### src/rtl/vga_timing_pkg.sv
// Shared timing definitions for the multi-mode raster generator: the
// per-mode timing record, the built-in mode table and total-length helpers.
package vga_timing_pkg;

  localparam int TIMING_W  = 12;
  localparam int MAX_MODES = 4;

  // One raster mode: horizontal/vertical active, front porch, sync, back
  // porch lengths plus sync polarities (1 = active-high sync pulse).
  typedef struct packed {
    logic [TIMING_W-1:0] h_act;
    logic [TIMING_W-1:0] h_fp;
    logic [TIMING_W-1:0] h_sync;
    logic [TIMING_W-1:0] h_bp;
    logic [TIMING_W-1:0] v_act;
    logic [TIMING_W-1:0] v_fp;
    logic [TIMING_W-1:0] v_sync;
    logic [TIMING_W-1:0] v_bp;
    logic                hs_pol;
    logic                vs_pol;
  } vga_mode_t;

  typedef vga_mode_t [MAX_MODES-1:0] vga_mode_tbl_t;

  // Builds a mode record from plain integers so tables stay readable.
  function automatic vga_mode_t mk_mode(input int ha, input int hf, input int hsy, input int hb,
                                        input int va, input int vf, input int vsy, input int vb,
                                        input logic hp, input logic vp);
    vga_mode_t m;
    m.h_act  = TIMING_W'(ha);
    m.h_fp   = TIMING_W'(hf);
    m.h_sync = TIMING_W'(hsy);
    m.h_bp   = TIMING_W'(hb);
    m.v_act  = TIMING_W'(va);
    m.v_fp   = TIMING_W'(vf);
    m.v_sync = TIMING_W'(vsy);
    m.v_bp   = TIMING_W'(vb);
    m.hs_pol = hp;
    m.vs_pol = vp;
    return m;
  endfunction

  // Index 0: 640x480, 1: 800x600, 2: 1280x720, 3: 1920x1080.
  localparam vga_mode_tbl_t MODE_TABLE = {
    mk_mode(1920,  88, 44, 148, 1080, 4, 5, 36, 1'b1, 1'b1),
    mk_mode(1280, 110, 40, 220,  720, 5, 5, 20, 1'b1, 1'b1),
    mk_mode( 800,  40, 128, 88,  600, 1, 4, 23, 1'b1, 1'b1),
    mk_mode( 640,  16, 96,  48,  480, 10, 2, 33, 1'b0, 1'b0)
  };

  function automatic logic [TIMING_W-1:0] h_total(input vga_mode_t m);
    return m.h_act + m.h_fp + m.h_sync + m.h_bp;
  endfunction

  function automatic logic [TIMING_W-1:0] v_total(input vga_mode_t m);
    return m.v_act + m.v_fp + m.v_sync + m.v_bp;
  endfunction

endpackage

### src/rtl/vga_axis_counter.sv
// One raster axis: free-running position counter ordered sync, back porch,
// active, front porch, with combinational decode of the current position.
module vga_axis_counter
  import vga_timing_pkg::*;
#(
  parameter int COORD_W = 12
) (
  input  logic               clk,
  input  logic               rst,
  input  logic               en,
  input  logic [COORD_W-1:0] act,
  input  logic [COORD_W-1:0] fp,
  input  logic [COORD_W-1:0] sync,
  input  logic [COORD_W-1:0] bp,
  output logic [COORD_W-1:0] cnt,
  output logic               wrap,
  output logic               sync_on,
  output logic               active,
  output logic [COORD_W-1:0] offset
);

  logic [COORD_W-1:0] cnt_q;
  logic [COORD_W-1:0] total;
  logic [COORD_W-1:0] act_lo;
  logic [COORD_W-1:0] act_hi;

  assign total   = act + fp + sync + bp;
  assign act_lo  = sync + bp;
  assign act_hi  = act_lo + act;

  assign cnt     = cnt_q;
  assign wrap    = (cnt_q == total - COORD_W'(1));
  assign sync_on = (cnt_q < sync);
  assign active  = (cnt_q >= act_lo) && (cnt_q < act_hi);
  assign offset  = cnt_q - act_lo;

  // Advance one position per enable; the end of the axis is found by compare.
  always_ff @(posedge clk or negedge rst) begin
    if (!rst) begin
      cnt_q <= '0;
    end else if (en) begin
      cnt_q <= wrap ? '0 : cnt_q + COORD_W'(1);
    end
  end

endmodule

### src/rtl/vga_timing_gen.sv
// Multi-mode raster timing generator. Two axis counters walk the frame; the
// mode register only follows mode_sel at the frame wrap so a frame is never
// torn; one registered stage aligns syncs, de, coordinates, mode and strobes.
module vga_timing_gen
  import vga_timing_pkg::*;
#(
  parameter int            NUM_MODES    = 4,
  parameter int            DEFAULT_MODE = 0,
  parameter int            COORD_W      = 12,
  parameter vga_mode_tbl_t MODES        = MODE_TABLE,
  localparam int           MSEL_W       = (NUM_MODES > 1) ? $clog2(NUM_MODES) : 1
) (
  input  logic               clk,
  input  logic               rst,
  input  logic               ce,
  input  logic [MSEL_W-1:0]  mode_sel,
  output logic [MSEL_W-1:0]  mode_cur,
  output logic               hs,
  output logic               vs,
  output logic               de,
  output logic [COORD_W-1:0] x,
  output logic [COORD_W-1:0] y,
  output logic               line_start,
  output logic               frame_start
);

  localparam vga_mode_t DEF_TIMING = MODES[DEFAULT_MODE];

  logic [MSEL_W-1:0]  mode_q;
  vga_mode_t          cur;
  logic               vld_p0;

  logic [COORD_W-1:0] h_cnt, v_cnt, h_off, v_off;
  logic               h_wrap, v_wrap, h_sync_on, v_sync_on, h_act_on, v_act_on;
  logic               frame_wrap;
  logic               de_p0;

  logic [MSEL_W-1:0]  mode_cur_p1;
  logic               hs_p1, vs_p1, de_p1, line_start_p1, frame_start_p1;
  logic [COORD_W-1:0] x_p1, y_p1;

  assign cur        = MODES[mode_q];
  assign vld_p0     = ce;
  assign frame_wrap = vld_p0 && h_wrap && v_wrap;

  vga_axis_counter #(.COORD_W(COORD_W)) u_h_axis (
    .clk     (clk),
    .rst     (rst),
    .en      (vld_p0),
    .act     (COORD_W'(cur.h_act)),
    .fp      (COORD_W'(cur.h_fp)),
    .sync    (COORD_W'(cur.h_sync)),
    .bp      (COORD_W'(cur.h_bp)),
    .cnt     (h_cnt),
    .wrap    (h_wrap),
    .sync_on (h_sync_on),
    .active  (h_act_on),
    .offset  (h_off)
  );

  vga_axis_counter #(.COORD_W(COORD_W)) u_v_axis (
    .clk     (clk),
    .rst     (rst),
    .en      (vld_p0 && h_wrap),
    .act     (COORD_W'(cur.v_act)),
    .fp      (COORD_W'(cur.v_fp)),
    .sync    (COORD_W'(cur.v_sync)),
    .bp      (COORD_W'(cur.v_bp)),
    .cnt     (v_cnt),
    .wrap    (v_wrap),
    .sync_on (v_sync_on),
    .active  (v_act_on),
    .offset  (v_off)
  );

  assign de_p0 = h_act_on && v_act_on;

  // Accept a new mode only at the frame wrap, ignoring out-of-range requests.
  always_ff @(posedge clk or negedge rst) begin
    if (!rst) begin
      mode_q <= MSEL_W'(DEFAULT_MODE);
    end else if (frame_wrap && (int'(mode_sel) < NUM_MODES)) begin
      mode_q <= mode_sel;
    end
  end

  // Output stage: decode of the pre-edge counters, held while ce is low;
  // strobes are re-evaluated every clk so they last exactly one cycle.
  always_ff @(posedge clk or negedge rst) begin
    if (!rst) begin
      mode_cur_p1    <= MSEL_W'(DEFAULT_MODE);
      hs_p1          <= ~DEF_TIMING.hs_pol;
      vs_p1          <= ~DEF_TIMING.vs_pol;
      de_p1          <= 1'b0;
      x_p1           <= '0;
      y_p1           <= '0;
      line_start_p1  <= 1'b0;
      frame_start_p1 <= 1'b0;
    end else begin
      line_start_p1  <= vld_p0 && (h_cnt == '0);
      frame_start_p1 <= vld_p0 && (h_cnt == '0) && (v_cnt == '0);
      if (vld_p0) begin
        mode_cur_p1 <= mode_q;
        hs_p1       <= h_sync_on ? cur.hs_pol : ~cur.hs_pol;
        vs_p1       <= v_sync_on ? cur.vs_pol : ~cur.vs_pol;
        de_p1       <= de_p0;
        x_p1        <= de_p0 ? h_off : '0;
        y_p1        <= de_p0 ? v_off : '0;
      end
    end
  end

  assign mode_cur    = mode_cur_p1;
  assign hs          = hs_p1;
  assign vs          = vs_p1;
  assign de          = de_p1;
  assign x           = x_p1;
  assign y           = y_p1;
  assign line_start  = line_start_p1;
  assign frame_start = frame_start_p1;

endmodule

### config.mk
export PLATFORM = sky130hd
export DESIGN_NAME = vga_timing_gen
export DESIGN_NICKNAME = d
export VERILOG_FILES = /design/src/rtl/vga_timing_pkg.sv /design/src/rtl/vga_axis_counter.sv /design/src/rtl/vga_timing_gen.sv
export SDC_FILE = /design/constraint.sdc
export NUM_CORES = 1
export LEC_CHECK = 0
export CAP_MARGIN = 20
export CORE_AREA = 5 5 80 111
export CTS_CLUSTER_SIZE = 24
export DETAILED_ROUTE_END_ITERATION = 10
export DIE_AREA = 0 0 85 116
export PLACE_DENSITY = 0.85
export SLEW_MARGIN = 20
export SYNTH_ARGS = -nofsm -noshare
export SYNTH_HDL_FRONTEND = slang
export SYNTH_SLANG_ARGS = --single-unit
### constraint.sdc
create_clock -name clk -period 10.1 [get_ports clk]
set_input_delay 2.02 -clock clk [delete_from_list [all_inputs] [get_ports clk]]
set_output_delay 2.02 -clock clk [all_outputs]
set_load 0.01 [all_outputs]
==> results of run 1 <==
[metrics by stage]
stage	hold WS, ps	util	instances	power, W	instance area [um^2]
5_1_grt	507	0.617	569	0.000663	4750
3_5_place_dp	476	0.592	553	0.000418	4560
2_1_floorplan	488	-	434	0.000377	4160
4_1_cts	492	0.617	569	0.000629	4750
6_report	484	0.617	569	0.000627	4750
3_3_place_gp	470	0.592	553	0.000413	4560
[metal layers]
metal | part of all wire | wire length, um | GRT usage | vias to the layer above
li1 | - | - | - | 1645
met1 | 0.38 | 3750 | 0.225 | 1734
met2 | 0.55 | 5430 | 0.399 | 84
met3 | 0.040 | 396 | 0.0391 | 27
met4 | 0.033 | 325 | 0.127 | 0
met5 | 0 | 0 | 0 | -
[cell type report]
| type | instances | area share |
|---|---|---|
| Multi-Input combinational cell | 335 | 0.537 |
| Sequential cell | 57 | 0.301 |
| Timing Repair Buffer | 37 | 0.0759 |
| Clock buffer | 14 | 0.0385 |
| Tap cell | 100 | 0.0263 |
| Inverter | 24 | 0.0190 |
| Clock inverter | 2 | 0.00211 |
[sequential cells by signal (all words and copies together) (netlist names)]
register	count
u_h_axis.cnt	12
u_v_axis.cnt	12
x	12
y	12
mode_cur	2
mode_q	2
de	1
frame_start	1
hs	1
line_start	1
vs	1
[cell usage after synthesis (3+ instances only)]
master / instances / share of area
a211o_1: 4 / 0.0084
a211oi_1: 3 / 0.0054
a21o_1: 5 / 0.0090
a21oi_1: 22 / 0.026
and2_1: 3 / 0.0045
and3_1: 11 / 0.017
and4_1: 3 / 0.0063
buf_2: 6 / 0.0072
clkbuf_1: 9 / 0.0081
dfrtp_1: 55 / 0.33
ha_1: 50 / 0.15
inv_1: 23 / 0.021
nand2_1: 18 / 0.016
nand2b_1: 10 / 0.015
nand3_1: 14 / 0.017
nand4_1: 3 / 0.0045
nor2_1: 28 / 0.025
nor2b_1: 3 / 0.0045
nor3_1: 14 / 0.017
o21a_1: 3 / 0.0054
o21ai_0: 17 / 0.020
o21ai_1: 7 / 0.0084
o2bb2ai_1: 23 / 0.048
o31ai_1: 8 / 0.014
or2_2: 3 / 0.0045
or3_1: 5 / 0.0075
or4_1: 4 / 0.0072
xnor2_1: 20 / 0.042
xor2_1: 16 / 0.034
[worst paths after layout]
path	start	end	slack (ps)	cells past startpoint
worst min-delay path	x[7]	x[7]	480	1
worst max-delay path	ce	y[3]	5590	5
min in group asynchronous	rst	y[1]	1800	2
max in group asynchronous	rst	u_v_axis.cnt[6]	7820	2
worst min register to register	x[7]	x[7]	480	1
worst max register to register	mode_q[1]	y[3]	5730	13
[cells by family after synthesis]
logic type / Yosys count / synth area share
AO/OA/AOI/OAI: 112 / 0.194
flip-flops: 57 / 0.344
AND/OR/NAND/NOR: 129 / 0.169
XOR/XNOR: 36 / 0.0758
multiplexers: 6 / 0.0156
buffers and inverters: 42 / 0.0424
adder cells (fa/ha/maj): 52 / 0.160
[worst max-delay path: cells and delay by family]
family | cells | cell delay (ps)
AND/OR/NAND/NOR | 2 | 1160
buffers and inverters | 1 | 1000
AO/OA/AOI/OAI | 2 | 580
[power by group]
| part | internal [W] | leakage, nW | switching (W) |
|---|---|---|---|
| Combinational | 0.0000634 | 1.32 | 0.0000812 |
| Clock | 0.000115 | 0.102 | 0.0000936 |
| Sequential | 0.000244 | 0.770 | 0.0000300 |
| Total | 0.000422 | 2.19 | 0.000205 |
==> results.json, run 1 <==
{
  "setup_viol": 0,
  "place_ws_ps": 5190,
  "wl_um": 9900,
  "max-slew-margin-rel": 0.459,
  "die_h_um": 116,
  "overflow": 0,
  "area_growth_pct": 14.2,
  "layout_commonest_cell": "dfrtp_1",
  "cts_sinks": 57,
  "clk_pin_slew_ps": 60,
  "die_area_um2": 9860,
  "critPathSlowestCell": "clkdlybuf4s50_1",
  "ys_ff_latch": 57,
  "slew_viol_final": 0,
  "maxCapViolCount": 0,
  "p_leak_nw": 2.19,
  "ctsHoldBuffers": 0,
  "startpoint_type": "primary input",
  "rsz0062_at_grt": "false",
  "diodes": 0,
  "syn_area_um2": 4160,
  "syn-mean-instance-area_um2": 9.58,
  "fin_tns_setup_ps": 0,
  "hold_viol_final": 0,
  "post-route-min-period_ps": 4510,
  "status": "complete, no violations",
  "yosys_warnings": 0,
  "htreeDepth": 3,
  "ff_latch_area_um2": 1430,
  "cp-end-kind": "register",
  "port_buffers": 35,
  "path_max_fanout": 25,
  "synth_edf_count": 0,
  "finalWorstSetupSlack_ps": 5590,
  "tightest_slew_ps": 809,
  "clockBufferDepth": 2,
  "cts_root_buf": "clkbuf_8",
  "ant_nets": 0,
  "crit_chain": "clkdlybuf4s50_1 -> o2111ai_1 -> or4_1 -> or3_1 -> o32ai_1",
  "p_per_area_nw_per_um2": 132,
  "gp_congestion": 0.924,
  "multi_input_area_um2": 2550,
  "cts_resized": 0,
  "drtPass1Iterations": 4,
  "layout_common_cells": "55 x dfrtp_1, 50 x ha_1, 34 x clkdlybuf4s50_1, 28 x nor2_1",
  "io_pins": 36,
  "via_per_inst": 6.13,
  "drtIter0Drc": 156,
  "cts_tree": "built",
  "post_cts_buffers": 0,
  "wl_per_cell_um": 17.4,
  "insertion_delay_ps": 360,
  "grt_pass1_wl_um": 16900,
  "drive_gt1_frac": 0.0661,
  "netlist_instances": 434,
  "grt_max_degree": 58,
  "antenna_found_initial": 0,
  "crit_path_max_incr_delay_ps": 1000,
  "clock_skew_ps": 6.65,
  "drc": 0,
  "synth_nets": 491,
  "track_usage": 0.215,
  "max_freq_ghz": 0.222,
  "required_ps": 10360,
  "fp.coreArea_um2": 7700,
  "first_global_vias": 3537,
  "n_fill_cell": 647,
  "hp-class": "reg -> reg",
  "synth_seq_area_share": 0.344,
  "criticalPathCategory": "in -> reg",
  "period_share": 0.447,
  "layout.nets": 521,
  "numCtsBuffers": 9,
  "irDropWorstVdd_mv": 0.0700,
  "ys.flop_type": "dfrtp_1",
  "synthArstFlopShare": 1.00,
  "synthDistinctLibCells": 58,
  "dp_hpwl_um": 7330,
  "initial_core_util": 0.540,
  "vias": 3490,
  "dieWidth_um": 85,
  "rows": 38,
  "worstPathArrival_ps": 4770
}
(Power assumes the default switching activity.)
==> run 2: changes to the inputs <==
==> constraint.sdc (replaced) <==
create_clock -name clk -period 4.5 [get_ports clk]
set_input_delay 0.9 -clock clk [delete_from_list [all_inputs] [get_ports clk]]
set_output_delay 0.9 -clock clk [all_outputs]
set_load 0.01 [all_outputs]
==> run 2 against run 1 <==
  * Hold slack better by 1.5 ps
  * Sequential power increased by 120%
  * Setup slack got worse by 5300 ps
  * Routed wire length grew 4.2%
  * Core utilization decreased by 0.065 points
  * Largest power group unchanged
  * Via count grew 1.9%
  * Sequential cell count stayed put
  * Clock power grew 100%
  * Combinational power rose by 130%
  * Sequential share of layout area about the same
==> results.json, run 2 (synthesis gave the netlist of run 1 again) <==
{
  "worstPathArrival_ps": 4430,
  "slew_viol_final": 0,
  "grt-busiest-layer": "met2",
  "area_growth_pct": 14.1,
  "gr-usage-met3": 0.0420,
  "insertion_delay_ps": 360,
  "drtPass1Iterations": 4,
  "multi_input_area_um2": 2550,
  "tightest_slew_ps": 827,
  "layout_commonest_cell": "dfrtp_1",
  "max-slew-margin-rel": 0.449,
  "irDropWorstVdd_mv": 0.144,
  "max_freq_ghz": 0.239,
  "io_pins": 36,
  "path_buf_inv": 1,
  "drive_gt1_frac": 0.0699,
  "cts_root_buf": "clkbuf_8",
  "p_leak_nw": 2.19,
  "fin_tns_setup_ps": 0,
  "clock_skew_ps": 10.6,
  "required_ps": 4750,
  "criticalPathCategory": "reg -> reg",
  "antenna_found_initial": 0,
  "met2_usage": 0.397,
  "via_per_inst": 6.22,
  "numCtsBuffers": 9,
  "wl_per_cell_um": 18.0,
  "die_h_um": 116,
  "period_share": 0.928,
  "ctsHoldBuffers": 0,
  "rsz0062_at_grt": "false",
  "hp-class": "reg -> reg",
  "drc": 0,
  "cts_sinks": 57,
  "die_area_um2": 9860,
  "fin_area_um2": 4740,
  "first_global_vias": 3698,
  "grt_pass1_wl_um": 17600,
  "total_power_w": 0.00136,
  "post_cts_buffers": 0,
  "path_max_fanout": 25,
  "ff_latch_area_um2": 1430,
  "cts_tree": "built",
  "drtIter0Drc": 178,
  "status": "complete, no violations",
  "p_per_area_nw_per_um2": 287,
  "post-route-min-period_ps": 4180,
  "postPlaceCellArea_um2": 4580,
  "hold_viol_final": 0,
  "track_usage": 0.224,
  "wl_um": 10300,
  "maxCapViolCount": 0,
  "n_fill_cell": 634,
  "dp_hpwl_um": 7660,
  "critPathSlowestCell": "or3_1",
  "initial_core_util": 0.540,
  "overflow": 0,
  "cp_top_family": "simple AND/OR/NAND/NOR gates",
  "crit_path_max_incr_delay_ps": 670,
  "layout_common_cells": "55 x dfrtp_1, 50 x ha_1, 34 x clkdlybuf4s50_1, 28 x nor2_1",
  "crit_chain": "inv_1 -> ha_1 -> or2_2 -> xnor2_1 -> nand2_1 -> xnor2_1 -> ha_1 -> a211o_1 -> a31oi_1 -> nor4_1 -> or4_1 -> or3_1 -> o32ai_1",
  "ant_nets": 0,
  "gp_congestion": 0.934,
  "startpoint_type": "register",
  "layout.nets": 524,
  "fp.coreArea_um2": 7700,
  "diodes": 0,
  "grtUsageMet1": 0.241,
  "port_buffers": 35,
  "clk_pin_slew_ps": 70,
  "clockBufferDepth": 2,
  "setup_viol": 0,
  "grt_max_degree": 58,
  "cp-end-kind": "register",
  "htreeDepth": 3,
  "rows": 38,
  "vias": 3558,
  "dieWidth_um": 85,
  "cts_resized": 0
}
==> run 2: worst reg2reg max path: cells and delay by family (launching register included) <==
kind | cells | cell delay (ps)
adder cells (fa/ha/maj) | 2 | 550
buffers and inverters | 1 | 130
AO/OA/AOI/OAI | 3 | 830
XOR/XNOR | 2 | 430
AND/OR/NAND/NOR | 5 | 1670
flip-flops | 1 | 450
==> run 2: area by class of cell <==
class                           count  area share
Multi-Input combinational cell    335       0.538
Clock inverter                      4     0.00422
Inverter                           24      0.0190
Timing Repair Buffer               40      0.0807
Tap cell                          100      0.0264
Clock buffer                       12      0.0306
Sequential cell                    57       0.301
==> run 2: path summary, 6_finish.rpt <==
kind	startpoint	end	slack, ps	cells past startpoint
hold reg to reg	y[7]	y[7]	490	1
setup reg to reg	mode_q[0]	x[5]	320	13
hold / removal	y[7]	y[7]	490	1
min in group asynchronous	rst	de	690	2
setup / recovery	mode_q[0]	x[5]	320	13
max in group asynchronous	rst	mode_q[0]	3330	2
==> run 2: metrics by stage <==
stage | utilization | setup WS (ps) | instances | hold slack (ps)
6_report | 0.616 | 325 | 572 | 485
3_3_place_gp | 0.595 | 549 | 556 | 472
5_1_grt | 0.616 | 45.8 | 572 | 509
3_5_place_dp | 0.595 | 335 | 556 | 473
2_1_floorplan | - | 823 | 434 | 488
4_1_cts | 0.616 | 326 | 572 | 489
==> run 2: where the power goes <==
group	switching, W	total (W)	internal, W	leakage, nW
Combinational	0.000183	0.000327	0.000144	1.33
Sequential	0.0000700	0.000616	0.000547	0.770
Clock	0.000207	0.000418	0.000211	0.0899
Total	0.000460	0.00136	0.000902	2.19
==> run 2: layer usage <==
metal,wire length [um],up-vias
met2,5410,107
met3,416,40
met4,491,0
met5,0,-
li1,-,1647
met1,4000,1764
==> run 3: changes to the inputs <==
--- a/config.mk
+++ b/config.mk
@@ -10,6 +10,7 @@
 export CTS_CLUSTER_SIZE = 24
 export DETAILED_ROUTE_END_ITERATION = 10
 export DIE_AREA = 0 0 85 116
+export GPL_ROUTABILITY_DRIVEN = 0
 export PLACE_DENSITY = 0.85
 export SLEW_MARGIN = 20
 export SYNTH_ARGS = -nofsm -noshare
==> run 3 against run 2 <==
  * Clock skew is 2.1 ps higher
  * Cell area increased by 1.3%
  * Largest power group unchanged
  * Hold slack better by 1.5 ps
  * Routed wire length rose by 0.39%
==> results.json, run 3 (synthesis gave the netlist of run 1 again) <==
{
  "drtIter0Drc": 169,
  "via_per_inst": 6.09,
  "rows": 38,
  "cts_resized": 0,
  "p_seq_frac": 0.412,
  "fp.coreArea_um2": 7700,
  "maxCapViolCount": 0,
  "ctsHoldBuffers": 0,
  "layout_common_cells": "55 x dfrtp_1, 50 x ha_1, 34 x clkdlybuf4s50_1, 28 x nor2_1",
  "startpoint_type": "register",
  "slew_viol_final": 0,
  "layout_commonest_cell": "dfrtp_1",
  "ant_nets": 0,
  "swShare": 0.314,
  "min_to": "y[7]",
  "holdPathStages": 1,
  "criticalPathCategory": "reg -> reg",
  "tightest_slew_ps": 819,
  "r2r_end": "x[5]",
  "worstRegToRegCells": 13,
  "p_leak_nw": 2.22,
  "required_ps": 4760,
  "vias": 3483,
  "area_growth_pct": 15.6,
  "wl_per_cell_um": 18.1,
  "crit_path_max_incr_delay_ps": 670,
  "n_fill_cell": 631,
  "initial_core_util": 0.540,
  "layout.nets": 524,
  "cts_root_buf": "clkbuf_8",
  "r2r_start": "mode_q[0]",
  "wl_um": 10400,
  "post_cts_buffers": 0,
  "power.internal_w": 0.00103,
  "dp_hpwl_um": 7750,
  "io_pins": 36,
  "port_buffers": 35,
  "htreeDepth": 3,
  "drtPass1Iterations": 4,
  "critPathSlowestCell": "or3_1",
  "rsz0062_at_grt": "false",
  "max_freq_ghz": 0.244,
  "insertion_delay_ps": 360,
  "cts_tree": "built",
  "clock_skew_ps": 12.7,
  "antenna_found_initial": 0,
  "hp-class": "reg -> reg",
  "clockBufferDepth": 2,
  "cp_top_family": "simple AND/OR/NAND/NOR gates",
  "fin_tns_setup_ps": 0,
  "crit_chain": "inv_1 -> ha_1 -> or2_2 -> xnor2_1 -> nand2_1 -> xnor2_1 -> ha_1 -> a211o_1 -> a31oi_1 -> nor4_1 -> or4_1 -> or3_1 -> o32ai_1",
  "r2r_setup_slack_ps": 400,
  "grt_max_degree": 58,
  "path_max_fanout": 25,
  "setup_viol": 0,
  "period_share": 0.912,
  "overflow": 0,
  "die_h_um": 116,
  "multi_input_area_um2": 2550,
  "worstPathArrival_ps": 4360,
  "status": "complete, no violations",
  "p_comb_frac": 0.218,
  "cp-end-kind": "register",
  "first_global_vias": 3582,
  "grt_pass1_wl_um": 17500,
  "die_area_um2": 9860,
  "numCtsBuffers": 9,
  "clk_pin_slew_ps": 70,
  "max-slew-margin-rel": 0.454,
  "dieWidth_um": 85,
  "post-route-min-period_ps": 4100,
  "track_usage": 0.223,
  "ff_latch_area_um2": 1430,
  "drc": 0,
  "drive_gt1_frac": 0.0742,
  "diodes": 0,
  "clkPwrFrac": 0.370,
  "p_per_area_nw_per_um2": 312,
  "irDropWorstVdd_mv": 0.269,
  "hold_viol_final": 0,
  "hold_slack_ps": 486,
  "switching_power_w": 0.000471,
  "holdCritStartpoint": "y[7]",
  "cts_sinks": 57,
  "path_buf_inv": 1
}
## run 3: cell types whose count changed in the layout (fill, tap and decap cells not counted), sizes merged
| cell | previous run | this run |
|---|---|---|
| clkinv | 5 | 3 |
| clkinvlp | 0 | 1 |
| bufinv | 0 | 2 |
| clkbuf | 12 | 11 |
## run 3: per-stage QoR
step | cell area, um^2 | worst slack (ps) | instances | power (W) | util
after floorplan | 4160 | 823 | 434 | 0.000847 | -
after global placement | 4580 | 555 | 556 | 0.000929 | 0.595
after detailed placement | 4580 | 420 | 556 | 0.000946 | 0.595
after CTS | 4810 | 393 | 572 | 0.00150 | 0.624
after global routing | 4810 | 96.9 | 572 | 0.00158 | 0.624
final | 4810 | 395 | 572 | 0.00150 | 0.624
## run 3: routing by layer
metal,GRT usage,vias up,routed length [um]
met3,0.0413,26,412
met1,0.241,1708,3950
met2,0.405,101,5640
met5,0,-,0
li1,-,1648,-
met4,0.125,0,345
## run 3: how the worst max path moves through the flow
stage	startpoint	cells after the start	to	slack (ps)
global route	mode_q[0]	13	x[5]	100
detailed placement	mode_q[0]	13	y[3]	420
floorplan	mode_q[1]	16	y[0]	820
CTS	mode_q[0]	13	x[5]	390
finish	mode_q[0]	13	x[5]	400
global placement	mode_q[0]	13	x[5]	550
## run 3: cell type report
type,instances,area share
clock buffers,11,0.0315
clock inverters,5,0.0161
inverters,24,0.0187
multi-input cells,335,0.531
flip-flops and latches,57,0.297
well taps,100,0.0260
repair buffers,40,0.0796
## run 3: power groups by stage
stage	sequential, W	clock [W]	combinational (W)
floorplan	0.000601	0	0.000246
global placement	0.000620	0	0.000309
detailed placement	0.000624	0	0.000323
CTS	0.000616	0.000561	0.000326
global route	0.000624	0.000587	0.000364
finish	0.000618	0.000555	0.000327
## run 3: worst reg2reg max path, stage by stage, from the launching register on
cell	delay [ps]
dfrtp_1	450
inv_1	130
ha_1	270
or2_2	320
xnor2_1	230
nand2_1	100
xnor2_1	150
ha_1	300
a211o_1	290
a31oi_1	160
nor4_1	70
or4_1	500
or3_1	670
o32ai_1	390
